==> config.mk <==
export PLATFORM = sky130hd
export DESIGN_NAME = dds_wavegen_param
export DESIGN_NICKNAME = d
export VERILOG_FILES = /design/src/rtl/dds_pkg.sv /design/src/rtl/dds_sine_qlut.sv /design/src/rtl/dds_wavegen_param.sv
export SDC_FILE = /design/constraint.sdc
export NUM_CORES = 2
export LEC_CHECK = 0
export CAP_MARGIN = 25
export CORE_MARGIN = 2
export CORE_UTILIZATION = 65
export DETAILED_ROUTE_END_ITERATION = 8
export PLACE_DENSITY = 0.95
export SLEW_MARGIN = 0
export SYNTH_ARGS = -nofsm -noshare
export SYNTH_HDL_FRONTEND = slang
export SYNTH_SLANG_ARGS = --single-unit
export TNS_END_PERCENT = 20
==> constraint.sdc <==
create_clock -name clk -period 13.1 [get_ports clk]
set_input_delay 3.93 -clock clk [delete_from_list [all_inputs] [get_ports clk]]
set_output_delay 3.93 -clock clk [all_outputs]
set_load 0.05 [all_outputs]
==> src/rtl/dds_pkg.sv <==
// Shared constants for the DDS waveform generator: waveform codes, default widths
// and the sine table entry generator used by the quarter-wave ROM.
package dds_pkg;

    localparam logic [1:0] WAVE_SINE   = 2'b00;
    localparam logic [1:0] WAVE_SQUARE = 2'b01;
    localparam logic [1:0] WAVE_TRI    = 2'b10;
    localparam logic [1:0] WAVE_SAW    = 2'b11;

    localparam int DEF_PHASE_W = 32;
    localparam int DEF_ADDR_W  = 10;
    localparam int DEF_OUT_W   = 16;
    localparam int DEF_AMP_W   = 16;

    // Offset-binary sine sample k of a 2^addr_w point full period, rounded to nearest.
    function automatic int sine_lut_val(input int k, input int addr_w, input int out_w);
        real full_s;
        real ang_s;
        full_s = (2.0 ** out_w) - 1.0;
        ang_s  = 2.0 * 3.14159265358979 * real'(k) / (2.0 ** addr_w);
        return $rtoi(full_s / 2.0 * (1.0 + $sin(ang_s)) + 0.5);
    endfunction

endpackage

==> src/rtl/dds_sine_qlut.sv <==
// Quarter-wave sine ROM with address mirroring and value inversion to cover the full
// period; one registered stage of latency.
module dds_sine_qlut
    import dds_pkg::*;
#(
    parameter int ADDR_W = DEF_ADDR_W,
    parameter int OUT_W  = DEF_OUT_W
) (
    input  logic              clk,
    input  logic              rst,
    input  logic [ADDR_W-1:0] addr_i,
    output logic [OUT_W-1:0]  data_o
);
    localparam int Q_W = ADDR_W - 2;
    localparam int Q_N = 1 << Q_W;

    logic [OUT_W-1:0] rom_s [Q_N];
    logic [Q_W-1:0]   q_s;
    logic [Q_W-1:0]   idx_s;
    logic             peak_s;
    logic [OUT_W-1:0] mag_s;
    logic [OUT_W-1:0] data_d;
    logic [OUT_W-1:0] data_q;

    for (genvar k = 0; k < Q_N; k++) begin : g_rom
        assign rom_s[k] = OUT_W'(sine_lut_val(k, ADDR_W, OUT_W));
    end

    assign q_s = addr_i[Q_W-1:0];

    // Mirrored quarters read entry 2^Q_W - q; q = 0 there is the crest, which the table lacks.
    always_comb begin
        idx_s  = q_s;
        peak_s = 1'b0;
        if (addr_i[ADDR_W-2]) begin
            idx_s  = ~q_s + {{(Q_W-1){1'b0}}, 1'b1};
            peak_s = (q_s == {Q_W{1'b0}});
        end else begin
            idx_s  = q_s;
            peak_s = 1'b0;
        end
        mag_s  = peak_s ? {OUT_W{1'b1}} : rom_s[idx_s];
        data_d = addr_i[ADDR_W-1] ? ~mag_s : mag_s;
    end

    // Output register.
    always_ff @(posedge clk) begin
        if (rst) begin
            data_q <= {OUT_W{1'b0}};
        end else begin
            data_q <= data_d;
        end
    end

    assign data_o = data_q;

endmodule

==> src/rtl/dds_wavegen_param.sv <==
// Parametrised DDS generator: phase accumulator, immediate or wrap-synchronous
// reconfiguration, and a 3-stage waveform / amplitude pipeline.
module dds_wavegen_param
    import dds_pkg::*;
#(
    parameter int PHASE_W = DEF_PHASE_W,
    parameter int ADDR_W  = DEF_ADDR_W,
    parameter int OUT_W   = DEF_OUT_W,
    parameter int AMP_W   = DEF_AMP_W
) (
    input  logic               clk,
    input  logic               rst,
    input  logic               en,
    input  logic               cfg_load,
    input  logic               cfg_sync,
    input  logic [1:0]         cfg_wave,
    input  logic [PHASE_W-1:0] cfg_fword,
    input  logic [PHASE_W-1:0] cfg_pword,
    input  logic [AMP_W-1:0]   cfg_aword,
    output logic               cfg_busy,
    output logic               phase_wrap,
    output logic               dout_valid,
    output logic [OUT_W-1:0]   dout
);
    localparam int PH_KEEP = (OUT_W + 1 > ADDR_W) ? OUT_W + 1 : ADDR_W;

    logic [PHASE_W-1:0] acc_q, acc_sum_s;
    logic               carry_s, wrap_now_s, wrap_q;
    logic [PHASE_W-1:0] fword_q, fword_d, pword_q, pword_d;
    logic [PHASE_W-1:0] sh_fword_q, sh_fword_d, sh_pword_q, sh_pword_d;
    logic [1:0]         wave_q, wave_d, sh_wave_q, sh_wave_d;
    logic [AMP_W-1:0]   aword_q, aword_d, sh_aword_q, sh_aword_d;
    logic               busy_q, busy_d;

    logic [PH_KEEP-1:0]         ph_top_s, ph_s1_q;
    logic [PHASE_W-PH_KEEP-1:0] ph_low_unused_s;
    logic                       valid_s1_q, valid_s2_q, dout_valid_q;
    logic [1:0]                 wave_s1_q, wave_s2_q;
    logic [AMP_W-1:0]           aword_s1_q, aword_s2_q;
    logic [OUT_W-1:0]           raw_s1_s, raw_s2_q, sine_s2_s, raw_sel_s, dout_d, dout_q;
    logic [AMP_W:0]             amp_s;
    logic [AMP_W-1:0]           prod_frac_unused_s;

    assign {carry_s, acc_sum_s} = {1'b0, acc_q} + {1'b0, fword_q};
    assign wrap_now_s           = en & carry_s;

    // A sync load landing on a wrap takes effect at once, so it never sits in the shadow.
    always_comb begin
        fword_d    = fword_q;
        pword_d    = pword_q;
        wave_d     = wave_q;
        aword_d    = aword_q;
        sh_fword_d = sh_fword_q;
        sh_pword_d = sh_pword_q;
        sh_wave_d  = sh_wave_q;
        sh_aword_d = sh_aword_q;
        busy_d     = busy_q;
        if (cfg_load && (!cfg_sync || wrap_now_s)) begin
            fword_d = cfg_fword;
            pword_d = cfg_pword;
            wave_d  = cfg_wave;
            aword_d = cfg_aword;
            busy_d  = 1'b0;
        end else if (cfg_load) begin
            sh_fword_d = cfg_fword;
            sh_pword_d = cfg_pword;
            sh_wave_d  = cfg_wave;
            sh_aword_d = cfg_aword;
            busy_d     = 1'b1;
        end else if (busy_q && wrap_now_s) begin
            fword_d = sh_fword_q;
            pword_d = sh_pword_q;
            wave_d  = sh_wave_q;
            aword_d = sh_aword_q;
            busy_d  = 1'b0;
        end else begin
            busy_d = busy_q;
        end
    end

    // Accumulator, wrap strobe, active and shadow configuration.
    always_ff @(posedge clk) begin
        if (rst) begin
            acc_q      <= {PHASE_W{1'b0}};
            wrap_q     <= 1'b0;
            fword_q    <= {PHASE_W{1'b0}};
            pword_q    <= {PHASE_W{1'b0}};
            wave_q     <= WAVE_SINE;
            aword_q    <= {AMP_W{1'b1}};
            sh_fword_q <= {PHASE_W{1'b0}};
            sh_pword_q <= {PHASE_W{1'b0}};
            sh_wave_q  <= WAVE_SINE;
            sh_aword_q <= {AMP_W{1'b1}};
            busy_q     <= 1'b0;
        end else begin
            acc_q      <= en ? acc_sum_s : acc_q;
            wrap_q     <= wrap_now_s;
            fword_q    <= fword_d;
            pword_q    <= pword_d;
            wave_q     <= wave_d;
            aword_q    <= aword_d;
            sh_fword_q <= sh_fword_d;
            sh_pword_q <= sh_pword_d;
            sh_wave_q  <= sh_wave_d;
            sh_aword_q <= sh_aword_d;
            busy_q     <= busy_d;
        end
    end

    assign {ph_top_s, ph_low_unused_s} = acc_q + pword_q;

    // S1: phase sample with the settings that produced it.
    always_ff @(posedge clk) begin
        if (rst) begin
            valid_s1_q <= 1'b0;
            ph_s1_q    <= {PH_KEEP{1'b0}};
            wave_s1_q  <= WAVE_SINE;
            aword_s1_q <= {AMP_W{1'b0}};
        end else begin
            valid_s1_q <= en;
            if (en) begin
                ph_s1_q    <= ph_top_s;
                wave_s1_q  <= wave_q;
                aword_s1_q <= aword_q;
            end else begin
                ph_s1_q    <= ph_s1_q;
                wave_s1_q  <= wave_s1_q;
                aword_s1_q <= aword_s1_q;
            end
        end
    end

    always_comb begin
        raw_s1_s = {OUT_W{1'b0}};
        case (wave_s1_q)
            WAVE_SQUARE: raw_s1_s = ph_s1_q[PH_KEEP-1] ? {OUT_W{1'b1}} : {OUT_W{1'b0}};
            WAVE_TRI:    raw_s1_s = ph_s1_q[PH_KEEP-1] ? ~ph_s1_q[PH_KEEP-2 -: OUT_W]
                                                       : ph_s1_q[PH_KEEP-2 -: OUT_W];
            WAVE_SAW:    raw_s1_s = ph_s1_q[PH_KEEP-1 -: OUT_W];
            default:     raw_s1_s = {OUT_W{1'b0}};
        endcase
    end

    dds_sine_qlut #(
        .ADDR_W (ADDR_W),
        .OUT_W  (OUT_W)
    ) u_sine (
        .clk    (clk),
        .rst    (rst),
        .addr_i (ph_s1_q[PH_KEEP-1 -: ADDR_W]),
        .data_o (sine_s2_s)
    );

    // S2: non-sine raw sample; the sine sample is registered inside the ROM.
    always_ff @(posedge clk) begin
        if (rst) begin
            valid_s2_q <= 1'b0;
            raw_s2_q   <= {OUT_W{1'b0}};
            wave_s2_q  <= WAVE_SINE;
            aword_s2_q <= {AMP_W{1'b0}};
        end else begin
            valid_s2_q <= valid_s1_q;
            if (valid_s1_q) begin
                raw_s2_q   <= raw_s1_s;
                wave_s2_q  <= wave_s1_q;
                aword_s2_q <= aword_s1_q;
            end else begin
                raw_s2_q   <= raw_s2_q;
                wave_s2_q  <= wave_s2_q;
                aword_s2_q <= aword_s2_q;
            end
        end
    end

    // Scaling by aword+1 keeps aword = all-ones an exact pass-through.
    assign raw_sel_s = (wave_s2_q == WAVE_SINE) ? sine_s2_s : raw_s2_q;
    assign amp_s     = {1'b0, aword_s2_q} + {{AMP_W{1'b0}}, 1'b1};
    assign {dout_d, prod_frac_unused_s} = {{AMP_W{1'b0}}, raw_sel_s} * {{(OUT_W-1){1'b0}}, amp_s};

    // S3: output sample holds while no new sample arrives.
    always_ff @(posedge clk) begin
        if (rst) begin
            dout_valid_q <= 1'b0;
            dout_q       <= {OUT_W{1'b0}};
        end else begin
            dout_valid_q <= valid_s2_q;
            dout_q       <= valid_s2_q ? dout_d : dout_q;
        end
    end

    assign cfg_busy   = busy_q;
    assign phase_wrap = wrap_q;
    assign dout_valid = dout_valid_q;
    assign dout       = dout_q;

endmodule

==> flow_metrics.tcl <==
set metrics [dict create \
    run_status "finished, violations left" \
    violations "design-rule violations" \
    antenna_found_initial 0 \
    wirelength_mm 86.5 \
    fmax_ghz 0.112 \
    fin_crit_sh_pct 68.2 \
    nets 3750 \
    synth_cell_types 89 \
    cp_slowest_cell "xor2_1" \
    reg2reg_slack_ns 4.17 \
    irDropWorstVdd_uv 117 \
    initialDrtViolationCount 3614 \
    cts_buffer_depth 3 \
    cts_hold_buf 0 \
    combPwrFrac_pct 35.9 \
    rows 75 \
    worstHoldStart "dout[2]" \
    leakage_nw 13.5 \
    maxCapViolCount 0 \
    yosysWarnings 0 \
    ant_nets 0 \
    numCtsBuffers 29 \
    synthToLayoutAreaGrowth_pct 7.96 \
    final_area_um2 29800 \
    h-tree-depth 1 \
    crit_path_max_incr_delay_ns 0.90 \
    first_pass_iters 9 \
    initial_core_util_pct 65.9 \
    die_w_um 210 \
    p_int_mw 1.88 \
    seq_area_frac_synth_pct 21.9 \
    maxSlewHeadroom_pct 21.1 \
    p_clk_share_pct 29.5 \
    gp_routability_congestion 1.01 \
    synth_area_um2 27600 \
    pre_cts_slack_ns 4.49 \
    crit_chain "ha_1 > nand2_1 > nor3_1 > xor2_1 > nand2_1 > fa_1 > fa_1 > fa_1 > inv_1 > fa_1 > fa_1 > inv_1 > fa_1 > inv_1 > ha_1 > a21o_1 > a211oi_1 > and3_1 > nand3_1 > a31o_2 > a2111oi_0 > o31ai_1 > mux2i_1 > o22ai_1" \
    fin_skew_ns 0.0277 \
    crit_family "adder cells" \
    clock_latency_ns 0.57 \
    final_cells 3831 \
    finalPower_mw 3.04 \
    rr_worst_depth 24 \
    wl_per_cell_um 22.6 \
    postCtsSetupBuffers 0 \
    setup-tns-final_ns 0 \
    synth-edff-count 0 \
    synthFlopType "dfxtp_1" \
    dp_cells 3777 \
    viasPerCell 6.90 \
    fin_crit_ns 8.93 \
    rsz0062_at_grt "false" \
    hold_end "dout[2]" \
    r2r-start "aword_s2_q[0]" \
    crit_path_end_kind "flip-flop" \
    synthCells 3317 \
    grt_pass1_vias 26240 \
    hold_slack_ns 0.488 \
    grt_max_degree 139 \
    finalSetupViolCount 0 \
    path_class "flip-flop to flip-flop" \
    path_clk_slew_ns 0.07 \
    final_common_cell "nor2_1" \
    p_seq_share_pct 34.5 \
    vias 26427 \
    final-max-slew-violation-count 0 \
    place_area_um2 28800 \
    powerDensity_nw_per_um2 102 \
    mostFrequentLayoutCells "439 x nor2_1, 324 x nand2_1, 301 x dfxtp_1" \
    grt_pass1_wl_mm 137 \
    ios 106 \
    dieArea_um2 44200 \
    post-route-drc-count 3 \
    async_reset_ff_share_pct 0 \
    cts.sink_count 302 \
    synth_seq_cells 302 \
    syn-mean-instance-area_um2 8.33 \
    utilization_pct 71.1 \
    cp_common_cell "fa_1" \
    hold_path_class "flip-flop to flip-flop" \
    grt.overflow.total 0 \
    core_area_um2 41900 \
    cts_tree "built" \
    die_h_um 210 \
    drive_gt1_share_pct 4.74 \
    start_kind "flip-flop" \
    cts_resized 0 \
    setup_ws_ns 4.17 \
    required_ns 13.53 \
    grt.total_usage_pct 38.5 \
    arrival_ns 9.37 \
    p_sw_share_pct 38.1 \
    dp_hpwl_mm 58.3 \
    hold_viol 0 \
    worstPathMaxFanout 19 \
    netSwitchingPower_mw 1.16 \
    worst_pin_slew_ns 1.17 \
    port_buffers 105 \
    diodes 0 \
    r2r-end "dout[15]" \
    syn_nets 3793 \
    worstHoldPathCells 2 \
    cp_num_buf_inv 3 \
    root_buffer "clkbuf_16" \
]
## sequential cells by signal, summed over array words and instances, names as in the netlist, 16 cells and up
register	flops
sh_fword_q	32
u_sine.data_o	16
fword_q	32
dout	16
ph_s1_q	17
aword_s2_q	16
raw_s2_q	16
aword_q	16
sh_aword_q	16
aword_s1_q	16
sh_pword_q	32
pword_q	32
acc_q	32
## worst max-delay path by stage
stage                             start       end  slack (ns)  cells after the start
after floorplan           aword_s2_q[2]  dout[10]        5.83                     24
after global placement    aword_s2_q[0]  dout[15]        4.84                     24
after detailed placement  aword_s2_q[0]  dout[15]        4.49                     24
after CTS                 aword_s2_q[0]  dout[15]        4.44                     24
after global routing      aword_s2_q[0]  dout[15]        3.69                     24
final                     aword_s2_q[0]  dout[15]        4.17                     24
## tightest hold or removal path: cells and delay by family (launching register included)
kind | cells | cell delay [ns]
DFF | 1 | 0.31
and+or+nand+nor | 1 | 0.08
AOI/OAI and AO/OA | 1 | 0.05
## cell usage after synthesis, drive strengths merged (60+ instances only)
master  number  share of area [%]
a211oi     121                3.4
a21oi      145                2.6
buf         83                1.7
clkbuf     145                2.0
dfxtp      302                 22
fa         207                 15
ha         182                8.2
inv        273                3.7
mux2i      253                9.2
nand2      325                4.4
nor2       444                6.1
o21ai      117                2.1
xnor2       60                1.9
## metal layers
metal  vias to the layer above  part of all wire (%)  track usage, %
met2                      2111                    45            61.9
met1                     12378                    36            47.6
met4                         0                   6.8            22.5
met3                       560                    12            8.70
li1                      11378                     -               -
met5                         -                     0               0
## power groups by stage
stage	clock [mW]	combinational, mW	sequential [mW]
finish	0.898	1.09	1.05
CTS	0.894	1.04	1.05
global placement	0	0.990	1.06
floorplan	0	0.746	1.04
detailed placement	0	1.02	1.06
global route	0.929	1.17	1.05
## logic make-up after synthesis
group / Yosys count / synth area share [%]
compound gates: 714 / 17.9
xor+xnor: 114 / 3.74
flops: 302 / 21.9
fa+ha+maj: 389 / 23.2
simple gates: 1028 / 16.2
buf+inv: 502 / 7.36
mux: 268 / 9.78
## layout make-up
class / count / area [µm²]
inverters: 274 / 1030
clock buffers: 38 / 810
repair buffers: 154 / 1480
fillers: 2751 / 12100
clock inverters: 11 / 180
flip-flops and latches: 302 / 6050
well taps: 539 / 674
multi-input cells: 2513 / 19600
Note: power is estimated with default switching activity, not from simulation.
